===== src/rtl/piso_tx.sv =====
// piso_tx: parallel-in / serial-out transmitter.
//
// Accepts a WIDTH-bit word through a valid/ready load port and shifts it
// out one bit per shift_en cycle, MSB-first or LSB-first. All serial
// outputs are registered.
//
// Ports
//   clk         in   rising-edge clock
//   rst         in   asynchronous active-high reset
//   load_valid  in   load_data holds a word this cycle
//   load_data   in   WIDTH-bit word to serialize
//   load_ready  out  a word is taken this cycle if load_valid is high
//   shift_en    in   bit-rate enable; the frame advances only when high
//   ser_out     out  current serial bit (0 when not in a frame)
//   ser_valid   out  ser_out carries a frame bit
//   frame_done  out  one-cycle pulse while the last bit of a frame is first shown
//   busy        out  FSM is in SHIFT (also serves as the state debug view)
//
// Handshake: a word transfers on a rising edge where load_valid and
// load_ready are both 1; load_data is sampled only at that edge. load_ready
// is combinational: high in IDLE, and high in SHIFT only on the cycle the
// last bit is being retired (bits_left=0, shift_en=1), so a new frame can
// follow with no gap. load_valid while load_ready=0 is ignored.
module piso_tx #(
  parameter int WIDTH     = 8,
  parameter int MSB_FIRST = 1
) (
  input  logic             clk,
  input  logic             rst,
  input  logic             load_valid,
  input  logic [WIDTH-1:0] load_data,
  output logic             load_ready,
  input  logic             shift_en,
  output logic             ser_out,
  output logic             ser_valid,
  output logic             frame_done,
  output logic             busy
);

  localparam int CW = (WIDTH > 1) ? $clog2(WIDTH) : 1;

  typedef enum logic {
    IDLE  = 1'b0,
    SHIFT = 1'b1
  } state_t;

  state_t           state_q, state_d;
  logic [CW-1:0]    bits_left_q, bits_left_d;
  logic [WIDTH-1:0] shreg_q, shreg_d;
  logic             ser_out_q, ser_out_d;
  logic             ser_valid_q, ser_valid_d;
  logic             frame_done_q, frame_done_d;

  logic             last_bit;
  logic             accept;
  logic             load_first;
  logic [WIDTH-1:0] load_rest;
  logic             next_bit;
  logic [WIDTH-1:0] shreg_adv;

  // The shift register always holds the not-yet-sent bits aligned so the
  // next one to send sits at the outgoing end (MSB or LSB).
  always_comb begin
    if (MSB_FIRST != 0) begin
      load_first = load_data[WIDTH-1];
      load_rest  = load_data << 1;
      next_bit   = shreg_q[WIDTH-1];
      shreg_adv  = shreg_q << 1;
    end else begin
      load_first = load_data[0];
      load_rest  = load_data >> 1;
      next_bit   = shreg_q[0];
      shreg_adv  = shreg_q >> 1;
    end
  end

  assign last_bit   = (bits_left_q == '0);
  assign load_ready = (state_q == IDLE) || (last_bit && shift_en);
  assign accept     = load_valid && load_ready;

  always_comb begin
    state_d      = state_q;
    bits_left_d  = bits_left_q;
    shreg_d      = shreg_q;
    ser_out_d    = ser_out_q;
    ser_valid_d  = ser_valid_q;
    frame_done_d = 1'b0;

    case (state_q)
      IDLE: begin
        // shift_en has no effect here; only an accept starts a frame.
        if (accept) begin
          state_d     = SHIFT;
          bits_left_d = CW'(WIDTH - 1);
          shreg_d     = load_rest;
          ser_out_d   = load_first;
          ser_valid_d = 1'b1;
        end
      end
      SHIFT: begin
        if (shift_en) begin
          if (!last_bit) begin
            bits_left_d  = bits_left_q - 1'b1;
            shreg_d      = shreg_adv;
            ser_out_d    = next_bit;
            // The bit now being presented is the last one of the frame.
            frame_done_d = (bits_left_q == CW'(1));
          end else if (accept) begin
            // Last bit retired and a new word taken: no gap cycle.
            bits_left_d = CW'(WIDTH - 1);
            shreg_d     = load_rest;
            ser_out_d   = load_first;
            ser_valid_d = 1'b1;
          end else begin
            state_d     = IDLE;
            shreg_d     = '0;
            ser_out_d   = 1'b0;
            ser_valid_d = 1'b0;
          end
        end
      end
      default: begin
        state_d     = IDLE;
        bits_left_d = '0;
        shreg_d     = '0;
        ser_out_d   = 1'b0;
        ser_valid_d = 1'b0;
      end
    endcase
  end

  always_ff @(posedge clk or posedge rst) begin
    if (rst) begin
      state_q      <= IDLE;
      bits_left_q  <= '0;
      shreg_q      <= '0;
      ser_out_q    <= 1'b0;
      ser_valid_q  <= 1'b0;
      frame_done_q <= 1'b0;
    end else begin
      state_q      <= state_d;
      bits_left_q  <= bits_left_d;
      shreg_q      <= shreg_d;
      ser_out_q    <= ser_out_d;
      ser_valid_q  <= ser_valid_d;
      frame_done_q <= frame_done_d;
    end
  end

  assign ser_out    = ser_out_q;
  assign ser_valid  = ser_valid_q;
  assign frame_done = frame_done_q;
  assign busy       = (state_q == SHIFT);

endmodule


===== config.mk =====
export PLATFORM = sky130hd
export DESIGN_NAME = piso_tx
export DESIGN_NICKNAME = d
export VERILOG_FILES = /design/src/rtl/piso_tx.sv
export SDC_FILE = /design/constraint.sdc
export NUM_CORES = 1
export LEC_CHECK = 0
export CORE_MARGIN = 4
export CORE_UTILIZATION = 29
export CTS_BUF_LIST = sky130_fd_sc_hd__clkbuf_4 sky130_fd_sc_hd__clkbuf_8
export DETAILED_ROUTE_END_ITERATION = 10
export DONT_BUFFER_PORTS = 1
export GPL_ROUTABILITY_DRIVEN = 0
export HOLD_SLACK_MARGIN = 0.03
export MAX_ROUTING_LAYER = met4
export SLEW_MARGIN = 40
export SYNTH_ARGS = -nofsm -noshare
export SYNTH_HDL_FRONTEND = slang
export SYNTH_SLANG_ARGS = --single-unit

===== constraint.sdc =====
create_clock -name clk -period 2.2 [get_ports clk]
set_clock_uncertainty 0.2 [all_clocks]
set_input_delay 0.44 -clock clk [delete_from_list [all_inputs] [get_ports clk]]
set_output_delay 0.44 -clock clk [all_outputs]
set_load 0.02 [all_outputs]

* Word-level counts from Yosys, hierarchy flattened
Cells that the tools add are included.
** Operators by class
- Add/subtract/negate cells :: 1
- Div/mod/pow operators :: 0
- Equality and inequality tests :: 4
- Bitwise logic cells :: 1
- Reductions and logical operators :: 6
- Mux-type cells :: 25
- Order comparisons :: 0
- $mul :: 0
- Shifts and indexed selects :: 0
** Operators with widths (number)
- 2-to-1 mux 8 bit :: 4
- case mux 8 bit (2 select lines) :: 1
- 2-to-1 mux 1 bit :: 13
- 2-to-1 mux 3 bit :: 3
- case mux 1 bit (2 select lines) :: 3
- case mux 3 bit (2 select lines) :: 1
- inequality test 2 bit (second input constant) :: 2
- equality test 3 x 1 -> 1 bit (second input constant) :: 1
- zero test 3 bit :: 1
- AND reduction 3 bit :: 1
- subtractor 3 x 1 -> 3 bit (second input constant) :: 1
- logical AND 1 bit :: 2
- inequality test 2 x 1 -> 1 bit (second input constant) :: 1
- AND reduction 2 bit :: 1
- logical OR 1 bit :: 1
- NOT 1 bit :: 1
** Storage, ports and cells
- Memory bits (read-only) :: 0
- Memories kept :: 0
- Register bits :: 15
- Logic and storage cells :: 43
- Bits in latches :: 0
- Bits in writable memories :: 0

* Longest topological paths before layout
Gate-level depths: netlist (run 1).
- Depth in word-level cells :: 8
- Gate-level depth with buffers :: 6
- Mapped depth without buffers :: 5

* Worst setup path after synthesis (run 1)
No wires, ideal clock.
- Kind :: flip-flop to output port
- Start :: register state_q, in the netlist busy
- End :: output port load_ready
- Arrival time :: 1.043 ns
- Path buffers :: 2
- Stages on the path, launching flop included :: 4
- Setup slack :: 0.517 ns
- Cell sequence :: dfrtp_1 buf_2 buf_2 nand2_1
** On the way
- Cells in the longest elaborated chain, start to end :: 2
** Ends and longest elaborated chain
- start: declaration :: line 47 : state_t state_q, state_d;
- start signal: assignment :: line 141 : state_q <= state_d;
- NOT 1 bit
- logical OR 1 bit :: line 78 : assign load_ready = (state_q == IDLE) || (last_bit && shift_en);
- end: declaration :: line 32 : output logic load_ready,
Every way passes these cells.

* Final worst setup path (run 1)
- Start :: register bits_left_q[0]
- End :: output port load_ready
** On the way
- Cells in the longest elaborated chain, start to end :: 3
** Ends and longest elaborated chain
- start: declaration :: line 48 : logic [CW-1:0] bits_left_q, bits_left_d;
- start signal: assignment :: line 142 : bits_left_q <= bits_left_d;
- zero test 3 bit :: line 77 : assign last_bit = (bits_left_q == '0);
- logical AND 1 bit :: line 78
- logical OR 1 bit :: line 78
Every way passes these cells.

==> results of run 1 <==
## registers in the layout (all words and copies together), names as in the netlist
name and flops:
ser_out 1, busy 1, ser_valid 1, shreg_q 7
bits_left_q 3, frame_done 1
## power by group through the flow
stage	clock [W]	sequential [W]	combinational (W)
3_3_place_gp	0	0.000432	0.000297
5_1_grt	0.000208	0.000445	0.000347
6_report	0.000186	0.000430	0.000301
2_1_floorplan	0	0.000419	0.000262
3_5_place_dp	0	0.000435	0.000301
4_1_cts	0.000192	0.000431	0.000306
## timing repair
action                                 CTS  global route
endpoints found under the hold margin   14             0
gates resized for setup                  0             0
hold buffers                             1             0
## worst paths after layout
kind	start	to
worst max-delay path	bits_left_q[0]$_DFFE_PP0P_	load_ready
max in group asynchronous	rst	shreg_q[2]$_DFFE_PP0P_
worst min register to register	shreg_q[6]$_DFFE_PP0P_	shreg_q[6]$_DFFE_PP0P_
worst max register to register	bits_left_q[0]$_DFFE_PP0P_	shreg_q[3]$_DFFE_PP0P_
min in group asynchronous	rst	shreg_q[3]$_DFFE_PP0P_
worst min-delay path	shift_en	frame_done$_DFF_PP0_
## per-stage QoR
stage	total power [W]	hold WS (ns)	setup WS (ns)	std cells
2_1_floorplan	0.000681	0.129	0.517	77
3_3_place_gp	0.000729	0.207	0.505	105
3_5_place_dp	0.000736	0.218	0.485	105
4_1_cts	0.000928	0.0654	0.160	110
5_1_grt	0.00100	0.0683	0.0573	110
6_report	0.000917	0.0752	0.174	110
## cell families (layout without fill, tap and decap cells)
family	count (synthesis)	in the layout
simple gates	32	32
mux	2	2
buf+inv	8	11
fa+ha+maj	3	3
compound gates	18	18
flops	14	14
## layout by cell type (no fill, tap or decap), types with 2 or more instances in the layout
cell / instances
o21ai_0: 3
a221o_1: 6
dfrtp_1: 14
nor3_1: 7
clkbuf_4: 3
buf_4: 3
nor2b_1: 3
nand2_1: 14
inv_1: 3
a2bb2oi_1: 2
ha_1: 3
## worst register-to-register path, stage by stage, from the launching register on
cell and delay [ns]:
dfrtp_1 0.43, inv_1 0.10, ha_1 0.23, nand3b_2 0.14, a21boi_2 0.36, a221o_1 0.22
## cell type report
class / instances / share of cell area
clock buffers: 4 / 0.0434
inverters: 3 / 0.0135
multi-input cells: 55 / 0.440
flip-flops and latches: 14 / 0.419
well taps: 30 / 0.0449
repair buffers: 4 / 0.0389
## metal layers
metal,track usage,share of wire
met4,0.00971,0
met5,-,0
met1,0.146,0.49
met3,0.0479,0.067
met2,0.145,0.44
==> results.cfg, run 1 <==
[outcome]
status = completed

[route]
vias_per_cell = 5.34
first_pass_iters = 4
wl_per_cell_um = 14.5
wirelength_um = 1590
ant_nets = 0
drt_iter0_markers = 5
drcViolationCount = 0
vias = 587

[die]
dieHeight_um = 59.4
rows = 18
coreArea_um2 = 2500
start_util = 0.306
dieArea_um2 = 3530
die_w_um = 59.4
ioPinCount = 17

[power_and_ir_drop]
combPwrFrac = 0.329
p_per_area_nw_per_um2 = 1100
switchingPower_w = 0.000320
clockPowerShare = 0.203
seq_power_share = 0.469
ir_drop_uv = 527
p_leak_nw = 0.386
switching_share = 0.349
power.internal_w = 0.000597

[logic_synthesis]
synth.largest_area_cell = dfrtp_1
synth_edf_count = 0
seq_area_frac_synth = 0.458
synth_adder_area_share = 0.0490
synth_area_um2 = 766
ys_ff_latch = 14
synth_xor_area_frac = 0
synth_cell_types = 29
syn_area_per_cell_um2 = 9.94
async_reset_ff_frac = 1.00
synthTopCellsByArea = dfrtp_1 (46%), a221o_1 (7.8%), nand2_1 (6.9%), ha_1 (4.9%), nor3_1 (4.6%)
synth_top_family_by_area = simple AND/OR/NAND/NOR gates
ys.flop_type = dfrtp_1
yosys-top-cells-count = dfrtp_1 (14), nand2_1 (14), nor3_1 (7)
synthSimpleGateAreaFrac = 0.208
synth_nets = 92
synth_compound_area_frac = 0.193
syn-instance-count = 77
yosys_warnings = 0
synth_mux_area_frac = 0.0310
synth_top_area_share = 0.458

[min_path]
hp-class = primary input to flip-flop
hold_depth = 2

[critical_path]
crit_family = flip-flops
path_cells = inv_1, ha_1, nand3b_2, nand2_1
arrival_ns = 1.39
start_kind = flip-flop
crit_type = flip-flop to output pin
r2r_cells = 5
cp_slowest_stage_delay_ns = 0.43
cp_num_cells = 4
slowest_stage = dfrtp_1
r2r_slack_ns = 0.47
cp-end-kind = output pin
cp_num_buf_inv = 1
path_max_fanout = 5
required_ns = 1.56

[sta]
finalSetupViolations = 0
rsz0062_at_grt = false
post-route-period-util = 0.921
tns_ns = 0
finalCriticalPeriod_ns = 2.03
slew_violations = 0
tightest_slew_ns = 0.561
relSlewSlack = 0.626
hold_violations = 0
fmax_ghz = 0.494

[global_route]
grt_pass1_vias = 552
grt-ovfl-total = 0
antenna_found_initial = 0
grt_pass1_wl_um = 2700
grt_max_degree = 21
grt_usage = 0.105

[placement]
post-dp-hpwl_um = 1130
io_buffers = 0
placed_cell_area_um2 = 790

[clock_network]
cts_tree = built
cts_root_buffer = clkbuf_4
cts_sinks = 14
clk_pin_slew_ns = 0.09
cts_made_buffers = 3
htree_levels = 1
clock_path_buffers = 2
cts_setup_buffers = 0
insertion_delay_ns = 0.28

[cells_and_area]
fillers = 258
register_area_um2 = 350
multi_input_area_um2 = 368
nets = 96
postLayoutCoreUtil = 0.334
num_antenna_cells = 0
drive_gt1_frac = 0.138
fin_area_um2 = 836
area_delta_synth_final_pct = 9.15

[run]
maxCapViolations = 0
No activity file was read; power rests on OpenSTA's default activity.
==> inputs of run 2 (changes only) <==
--- a/config.mk
+++ b/config.mk
@@ -11,7 +11,6 @@
 export DETAILED_ROUTE_END_ITERATION = 10
 export DONT_BUFFER_PORTS = 1
 export GPL_ROUTABILITY_DRIVEN = 0
-export HOLD_SLACK_MARGIN = 0.03
 export MAX_ROUTING_LAYER = met4
 export SLEW_MARGIN = 40
 export SYNTH_ARGS = -nofsm -noshare
==> results of run 2 <==
No change in the layout: final DEF, timing and power equal those of run 1.
==> inputs of run 3 (changes only) <==
--- a/config.mk
+++ b/config.mk
@@ -11,8 +11,9 @@
 export DETAILED_ROUTE_END_ITERATION = 10
 export DONT_BUFFER_PORTS = 1
 export GPL_ROUTABILITY_DRIVEN = 0
+export GPL_TIMING_DRIVEN = 0
 export MAX_ROUTING_LAYER = met4
-export SLEW_MARGIN = 40
+export SETUP_SLACK_MARGIN = 0.05
 export SYNTH_ARGS = -nofsm -noshare
 export SYNTH_HDL_FRONTEND = slang
 export SYNTH_SLANG_ARGS = --single-unit
==> results.cfg, run 3 (synthesis gave the netlist of run 1 again) <==
[outcome]
status = completed

[power_and_ir_drop]
combPwrFrac = 0.329
clockPowerShare = 0.203
switching_share = 0.352
p_leak_nw = 0.392
seq_power_share = 0.468
p_per_area_nw_per_um2 = 1090
switchingPower_w = 0.000326
power.internal_w = 0.000600
ir_drop_uv = 585

[placement]
io_buffers = 0
post-dp-hpwl_um = 1190

[sta]
relSlewSlack = 0.644
hold_violations = 0
finalSetupViolations = 0
slew_violations = 0
tightest_slew_ns = 0.534
post-route-period-util = 0.913
finalCriticalPeriod_ns = 2.01
tns_ns = 0
fmax_ghz = 0.498
rsz0062_at_grt = false

[route]
ant_nets = 0
wl_per_cell_um = 14.2
drcViolationCount = 0
vias = 577
first_pass_iters = 4
vias_per_cell = 5.15
wirelength_um = 1600
drt_iter0_markers = 9

[clock_network]
clock_path_buffers = 2
clk_pin_slew_ns = 0.09
cts_made_buffers = 3
cts_root_buffer = clkbuf_4
insertion_delay_ns = 0.28
cts_tree = built
htree_levels = 1
cts_setup_buffers = 0
cts_sinks = 14

[cells_and_area]
postLayoutCoreUtil = 0.341
largest_register = shreg_q
fillers = 263
reg.largest.list = shreg_q x7, bits_left_q x3
drive_gt1_frac = 0.183
nets = 98
largest_reg_flops = 7
final_cell_mix = nand2_1 (13), dfrtp_1 (13), nor3_1 (7)
area_delta_synth_final_pct = 11.4
num_antenna_cells = 0

[min_path]
hp-class = primary input to flip-flop

[die]
coreArea_um2 = 2500
dieArea_um2 = 3530
die_w_um = 59.4
ioPinCount = 17
start_util = 0.306
rows = 18
dieHeight_um = 59.4

[critical_path]
reg2reg_to = shreg_q[5]$_DFFE_PP0P_
required_ns = 1.56
path_cells = buf_2, buf_2, nand2_2
path_common_cell = buf_2
cp-end-kind = output pin
r2r_cells = 5
cp-startpoint = busy$_DFF_PP0_
slowest_stage = dfrtp_2
r2r_slack_ns = 0.47
arrival_ns = 1.37
cp_slowest_stage_delay_ns = 0.46
crit_type = flip-flop to output pin
r2r_start = bits_left_q[0]$_DFFE_PP0P_
crit_path_end = load_ready
path_max_fanout = 10
start_kind = flip-flop

[global_route]
grt-ovfl-total = 0
grt_usage = 0.106
grt_pass1_vias = 551
grt_max_degree = 15
grt_pass1_wl_um = 2690
antenna_found_initial = 0

[run]
maxCapViolations = 0
-- run 3: cell types whose count changed in the layout (fill, tap and decap cells not counted), sizes merged --
cell and change:
buf +2
-- run 3: timing repair --
| action | 4_1_cts | 5_1_grt |
|---|---|---|
| hold endpoints to repair | 14 | 0 |
| setup endpoints to repair | 1 | 1 |
| gates resized for setup | 1 | 1 |
| hold buffers | 1 | 0 |
| cloned | 0 | 0 |
-- run 3: power groups by stage --
stage | clock network (W) | logic (W) | registers (W)
floorplan | 0 | 0.000262 | 0.000419
global placement | 0 | 0.000298 | 0.000436
detailed placement | 0 | 0.000308 | 0.000435
CTS | 0.000192 | 0.000309 | 0.000434
global route | 0.000208 | 0.000352 | 0.000447
finish | 0.000188 | 0.000304 | 0.000434
-- run 3: worst min-delay path by stage --
| stage | start | end | depth (start not counted) |
|---|---|---|---|
| finish | load_data[0] | shreg_q[1]$_DFFE_PP0P_ | 1 |
| global route | load_data[0] | shreg_q[1]$_DFFE_PP0P_ | 1 |
| CTS | load_data[0] | shreg_q[1]$_DFFE_PP0P_ | 1 |
| detailed placement | rst | frame_done$_DFF_PP0_ | 1 |
| global placement | rst | frame_done$_DFF_PP0_ | 1 |
| floorplan | rst | bits_left_q[0]$_DFFE_PP0P_ | 1 |
-- run 3: final cells by class --
class                           instances  area (um2)  area share
Multi-Input combinational cell         55         370       0.434
Sequential cell                        14         352       0.412
Tap cell                               30        37.5      0.0440
Clock buffer                            4        36.3      0.0425
Buffer                                  5        36.3      0.0425
Inverter                                3        11.3      0.0132
Timing Repair Buffer                    1        10.0      0.0117
-- run 3: through the flow --
stage / worst slack, ns / hold slack [ns] / cell area [um2] / instances / total power (W)
finish: 0.191 / 0.0898 / 853 / 112 / 0.000926
CTS: 0.126 / 0.0847 / 851 / 112 / 0.000935
global route: 0.0935 / 0.0699 / 853 / 112 / 0.00101
global placement: 0.370 / 0.212 / 803 / 107 / 0.000734
floorplan: 0.517 / 0.129 / 766 / 77 / 0.000681
detailed placement: 0.358 / 0.203 / 803 / 107 / 0.000743
-- run 3: per-layer routing --
metal  up-vias  wire [um]  GRT usage
li1        288          -          -
met1       270        807      0.154
met2        17        654      0.131
met3         2        120     0.0458
met4         0         12     0.0291
met5         -          0          -
-- run 3: worst max-delay path: cells and delay by family, from the launching register on --
family                 cells  cell delay, ns
flip-flops                 1            0.46
AND/OR/NAND/NOR            1            0.14
buffers and inverters      2            0.49
